==> config.mk <==
export PLATFORM = sky130hd
export DESIGN_NAME = rom_msg_streamer
export DESIGN_NICKNAME = d
export VERILOG_FILES = /design/src/rtl/rom_msg_pkg.sv /design/src/rtl/rom_msg_streamer.sv
export SDC_FILE = /design/constraint.sdc
export NUM_CORES = 1
export LEC_CHECK = 0
export ABC_AREA = 1
export BUFFER_PORTS_ARGS = -buffer_cell sky130_fd_sc_hd__clkbuf_2
export CORE_AREA = 2 2 58 60
export DETAILED_ROUTE_END_ITERATION = 12
export DIE_AREA = 0 0 60 62
export PLACE_DENSITY = 0.82
export SLEW_MARGIN = 30
export SYNTH_ARGS = -nofsm -noshare
export SYNTH_HDL_FRONTEND = slang
export SYNTH_SLANG_ARGS = --single-unit
export TNS_END_PERCENT = 1
==> constraint.sdc <==
create_clock -name clk -period 1.56 [get_ports clk]
set_input_delay 0.234 -clock clk [delete_from_list [all_inputs] [get_ports clk]]
set_output_delay 0.234 -clock clk [all_outputs]
set_load 0.01 [all_outputs]
==> src/rtl/rom_msg_pkg.sv <==
// Shared definitions for the ROM message streamer and the 16x8 character ROM
// it reads from: address/data widths, the stored message length, the NUL
// terminator value and the streamer state encoding.
`timescale 1ns/1ps
package rom_msg_pkg;

    localparam int ROM_ADDR_W  = 4;
    localparam int ROM_DATA_W  = 8;
    localparam int DEF_MSG_LEN = 11;

    localparam logic [7:0] NUL_CHAR = 8'h00;

    typedef enum logic [2:0] {
        ST_IDLE = 3'd0,
        ST_LOAD = 3'd1,
        ST_SEND = 3'd2,
        ST_GAP  = 3'd3,
        ST_DONE = 3'd4
    } state_e;

endpackage

==> src/rtl/rom_msg_streamer.sv <==
// Walks the character ROM from address 0 and streams each byte to a serial
// transmitter over a valid/ready handshake. A NUL byte ends the message
// early; repeat_en at the last byte wraps back to address 0; an optional
// idle gap follows every accepted byte; abort returns to IDLE at once.
//
// Ports:
//   clk, rst_n          clock, asynchronous active-low reset
//   start               begin a message (IDLE only)
//   repeat_en           at the last byte: 1 = wrap to address 0 and continue
//   abort               drop the current message, no done pulse
//   rom_addr / rom_data combinational ROM lookup
//   tx_data / tx_valid  registered character toward the transmitter
//   tx_ready            transmitter accepts tx_data this cycle
//   busy                high whenever not IDLE
//   done                one-cycle pulse on normal completion
//   char_idx            address of the byte presented or being fetched
`timescale 1ns/1ps
module rom_msg_streamer
    import rom_msg_pkg::*;
#(
    parameter int ADDR_W     = ROM_ADDR_W,
    parameter int DATA_W     = ROM_DATA_W,
    parameter int MSG_LEN    = DEF_MSG_LEN,
    parameter int GAP_CYCLES = 0
) (
    input  logic              clk,
    input  logic              rst_n,
    input  logic              start,
    input  logic              repeat_en,
    input  logic              abort,
    output logic [ADDR_W-1:0] rom_addr,
    input  logic [DATA_W-1:0] rom_data,
    output logic [DATA_W-1:0] tx_data,
    output logic              tx_valid,
    input  logic              tx_ready,
    output logic              busy,
    output logic              done,
    output logic [ADDR_W-1:0] char_idx
);

    localparam logic [ADDR_W-1:0] LAST_ADDR = ADDR_W'(MSG_LEN - 1);
    localparam bit                HAS_GAP   = (GAP_CYCLES > 0);
    // The counter is preloaded with GAP_CYCLES-1 so GAP lasts exactly GAP_CYCLES cycles.
    localparam logic [7:0]        GAP_LOAD  = HAS_GAP ? 8'(GAP_CYCLES - 1) : 8'd0;

    state_e              state_q, state_d;
    logic [ADDR_W-1:0]   addr_q, addr_d;
    logic [7:0]          gap_q, gap_d;
    logic [DATA_W-1:0]   tx_data_q, tx_data_d;
    logic                tx_valid_q, tx_valid_d;
    logic                busy_q, busy_d;
    logic                done_q, done_d;

    logic                handshake_s;
    logic                at_last_s;
    logic [ADDR_W-1:0]   next_addr_s;
    state_e              cont_state_s;

    // Next-state, address, gap counter and output computation.
    always_comb begin
        handshake_s  = tx_valid_q & tx_ready;
        at_last_s    = (addr_q == LAST_ADDR);
        // Wrap is explicit so a MSG_LEN below 2^ADDR_W never overflows past it.
        next_addr_s  = at_last_s ? {ADDR_W{1'b0}} : (addr_q + ADDR_W'(1));
        cont_state_s = HAS_GAP ? ST_GAP : ST_LOAD;

        state_d    = state_q;
        addr_d     = addr_q;
        gap_d      = gap_q;
        tx_data_d  = tx_data_q;
        tx_valid_d = tx_valid_q;

        case (state_q)
            ST_IDLE: begin
                if (start && !abort) begin
                    state_d = ST_LOAD;
                    addr_d  = {ADDR_W{1'b0}};
                end else begin
                    state_d = ST_IDLE;
                end
            end
            ST_LOAD: begin
                if (abort) begin
                    state_d    = ST_IDLE;
                    tx_valid_d = 1'b0;
                    gap_d      = 8'd0;
                end else begin
                    tx_data_d = rom_data;
                    if (rom_data == DATA_W'(NUL_CHAR)) begin
                        state_d = ST_DONE;
                    end else begin
                        state_d    = ST_SEND;
                        tx_valid_d = 1'b1;
                    end
                end
            end
            ST_SEND: begin
                // abort wins even over a handshake; the byte is still consumed.
                if (abort) begin
                    state_d    = ST_IDLE;
                    tx_valid_d = 1'b0;
                    gap_d      = 8'd0;
                end else if (handshake_s) begin
                    tx_valid_d = 1'b0;
                    if (at_last_s && !repeat_en) begin
                        state_d = ST_DONE;
                    end else begin
                        addr_d  = next_addr_s;
                        gap_d   = GAP_LOAD;
                        state_d = cont_state_s;
                    end
                end else begin
                    state_d = ST_SEND;
                end
            end
            ST_GAP: begin
                if (abort) begin
                    state_d = ST_IDLE;
                    gap_d   = 8'd0;
                end else if (gap_q == 8'd0) begin
                    state_d = ST_LOAD;
                end else begin
                    gap_d = gap_q - 8'd1;
                end
            end
            ST_DONE: begin
                state_d = ST_IDLE;
            end
            default: begin
                state_d    = ST_IDLE;
                tx_valid_d = 1'b0;
                gap_d      = 8'd0;
            end
        endcase

        busy_d = (state_d != ST_IDLE);
        done_d = (state_d == ST_DONE);
    end

    // State and output registers.
    always_ff @(posedge clk or negedge rst_n) begin
        if (!rst_n) begin
            state_q    <= ST_IDLE;
            addr_q     <= {ADDR_W{1'b0}};
            gap_q      <= 8'd0;
            tx_data_q  <= {DATA_W{1'b0}};
            tx_valid_q <= 1'b0;
            busy_q     <= 1'b0;
            done_q     <= 1'b0;
        end else begin
            state_q    <= state_d;
            addr_q     <= addr_d;
            gap_q      <= gap_d;
            tx_data_q  <= tx_data_d;
            tx_valid_q <= tx_valid_d;
            busy_q     <= busy_d;
            done_q     <= done_d;
        end
    end

    assign rom_addr = addr_q;
    assign char_idx = addr_q;
    assign tx_data  = tx_data_q;
    assign tx_valid = tx_valid_q;
    assign busy     = busy_q;
    assign done     = done_q;

endmodule
==> impl_metrics.tcl <==
set metrics [dict create \
    grt_pass1_wl_mm 5.499 \
    critPathArrivalTime_ps 1710 \
    pin_count 33 \
    post-route-period-util_pct 93.95 \
    drc 0 \
    hold_viol 0 \
    clock_path_buffers 2 \
    cp_cell_sequence "inv_1, nand3_1, inv_1, nand2_2, o21ai_4, nand2_1, o21ai_0" \
    cts_root_buffer "clkbuf_4" \
    seqPwrFrac_pct 42.7 \
    seq_area_frac_synth_pct 43.55 \
    dr_total_vias 1390 \
    hpwl_mm 2.344 \
    drive_above_1_share_pct 24.50 \
    clock.fmax_mhz 682.3 \
    synth.distinct_cells 23 \
    firstDrtPassIters 4 \
    layout_common_cells "nand2_1, inv_1, clkbuf_2" \
    p_int_uw 1378 \
    dieHeight_um 62 \
    slew_headroom_pct 58.60 \
    finalSetupViolations 0 \
    die_x_um 60 \
    peakVddDrop_v 0.0007853 \
    gp_congestion 0.8282 \
    netlist_area_mm2 0.001494 \
    p_leak_uw 0.001049 \
    maxCapViolations 0 \
    syn_nets 229 \
    antenna_found_initial 0 \
    worstHoldPathType "in -> reg" \
    die_area_mm2 0.003720 \
    skew_ps 16.41 \
    end_kind "flip-flop" \
    drt-initial-drc-count 28 \
    wl_met1_mm 1.438 \
    yosysWarnings 0 \
    initial_utilization_pct 46.99 \
    synth.area.top_cells "dfrtp_1, nand2_1, inv_1" \
    cts_tree "yes" \
    crit_path_max_fanout 9 \
    drt-wirelength-per-cell_um 10.58 \
    grt-ovfl-total 0 \
    critical_path.max_stage_delay_ps 390 \
    core_area_mm2 0.003179 \
    grt_max_degree 27 \
    layout_commonest_cell "nand2_1" \
    syn_area_per_cell_um2 7.080 \
    cp_common_cell "inv_1" \
    synth_seq_cells 26 \
    cts_buffers 3 \
    drv_slew 0 \
    power_density_mw_per_mm2 1158 \
    layout.nets 268 \
    p_comb_share_pct 35.7 \
    dr.max_layer_used "met4" \
    cp_slowest_cell "dfrtp_1" \
    grt_pass1_vias 1312 \
    wl_met3_um 162 \
    criticalPathCategory "reg -> reg" \
    synth_top_cell_area_share_pct 43.55 \
    wl_met2_mm 1.455 \
    required_ps 1800 \
    synth_cells 211 \
    power.share.clock_pct 21.6 \
    clock_latency_ps 330 \
    sw_frac_of_total_pct 35.22 \
    antenna_left 0 \
    insertedDiodeCount 0 \
    power_uw 2127 \
    final_util_pct 57.77 \
    worstMarginPinSlew_ps 621.0 \
    cts.sinks 26 \
    clkTransAtPathRegs_ps 150 \
    critPathLaunchType "flip-flop" \
    p_sw_uw 749.2 \
    rows 21 \
    drt-total-wl_mm 3.121 \
    grt.total_usage_pct 19.60 \
    place_inst 289 \
    period_needed_ps 1466 \
    place.port_buffers 32 \
    cts_max_level 1 \
    synth.largest_area_cell "dfrtp_1" \
    syn2layout_area_growth_pct 22.95 \
    viasPerCell 4.712 \
    final_cells 295 \
    status "complete, no violations" \
]
stage by stage:
step	TNS, ps	setup slack [ps]	area, µm²	hold slack, ps
CTS	0	53.71	1779	133.4
global placement	0	136.7	1717	288.7
detailed placement	0	81.63	1717	284.9
global route	-69.22	-68.28	1837	122.2
finish	0	94.32	1837	135.9
floorplan	0	55.50	1494	-61.59
logic make-up after synthesis:
kind of cell	share of synthesized area, %
buf+inv	12.48
flops	43.55
xor+xnor	1.759
fa+ha+maj	3.350
simple gates	32.24
compound gates	6.616
flip-flops by register name, indices dropped and copies added, names as in the netlist:
register,flops
tx_data,8
tx_valid,1
char_idx,4
gap_q,8
busy,1
done,1
state_q,3
metal layers:
metal	up-vias	global-route usage, %
li1	717	-
met1	626	26.31
met2	39	32.76
met3	8	2.692
met4	0	6.667
met5	-	0
cell usage after synthesis, drive strengths merged:
library cell / n
nor3: 3
a21oi: 1
nor4: 2
buf: 6
nand4: 4
dfrtp: 26
o21ai: 15
nor2: 30
o21bai: 1
xnor2: 1
o21a: 1
xor2: 2
nand3: 14
nand3b: 1
ha: 4
inv: 39
nand2: 61
critical path, delay by kind of cell (launching register included):
| kind | cells | cell delay (ps) |
|---|---|---|
| AO/OA/AOI/OAI | 2 | 370 |
| buffers and inverters | 2 | 230 |
| flip-flops | 1 | 390 |
| AND/OR/NAND/NOR | 3 | 380 |
repair_timing:
| item | in CTS | in global routing |
|---|---|---|
| endpoints found under the hold margin | 26 | 0 |
| hold buffers | 1 | 0 |
| setup endpoints to repair | 0 | 15 |
| gates resized for setup | 0 | 15 |
| setup buffers | 0 | 1 |
final timing paths:
| check | to | from | slack (ps) | cells past startpoint |
|---|---|---|---|---|
| max in group asynchronous | gap_q[4] | rst_n | 710 | 2 |
| worst min register to register | tx_data[2] | tx_data[2] | 500 | 2 |
| min in group asynchronous | done | rst_n | 420 | 2 |
| worst max-delay path | char_idx[0] | state_q[0] | 90 | 7 |
| worst min-delay path | tx_data[0] | rom_data[0] | 140 | 3 |
| worst max register to register | char_idx[0] | state_q[0] | 90 | 7 |
power by group through the flow:
stage | combinational [µW] | sequential [µW] | clock, µW
finish | 759 | 909 | 459
global route | 884 | 929 | 511
CTS | 726 | 908 | 471
detailed placement | 720 | 918 | 0
global placement | 702 | 917 | 0
floorplan | 406 | 974 | 0
final cells by class:
class | instances | area [µm²]
fillers | 286 | 1343
flip-flops and latches | 26 | 650.6
repair buffers | 40 | 222.7
inverters | 39 | 146.4
well taps | 46 | 57.56
clock buffers | 3 | 22.52
clock inverters | 1 | 30.03
multi-input cells | 140 | 706.9
Note: power is estimated with default switching activity, not from simulation.
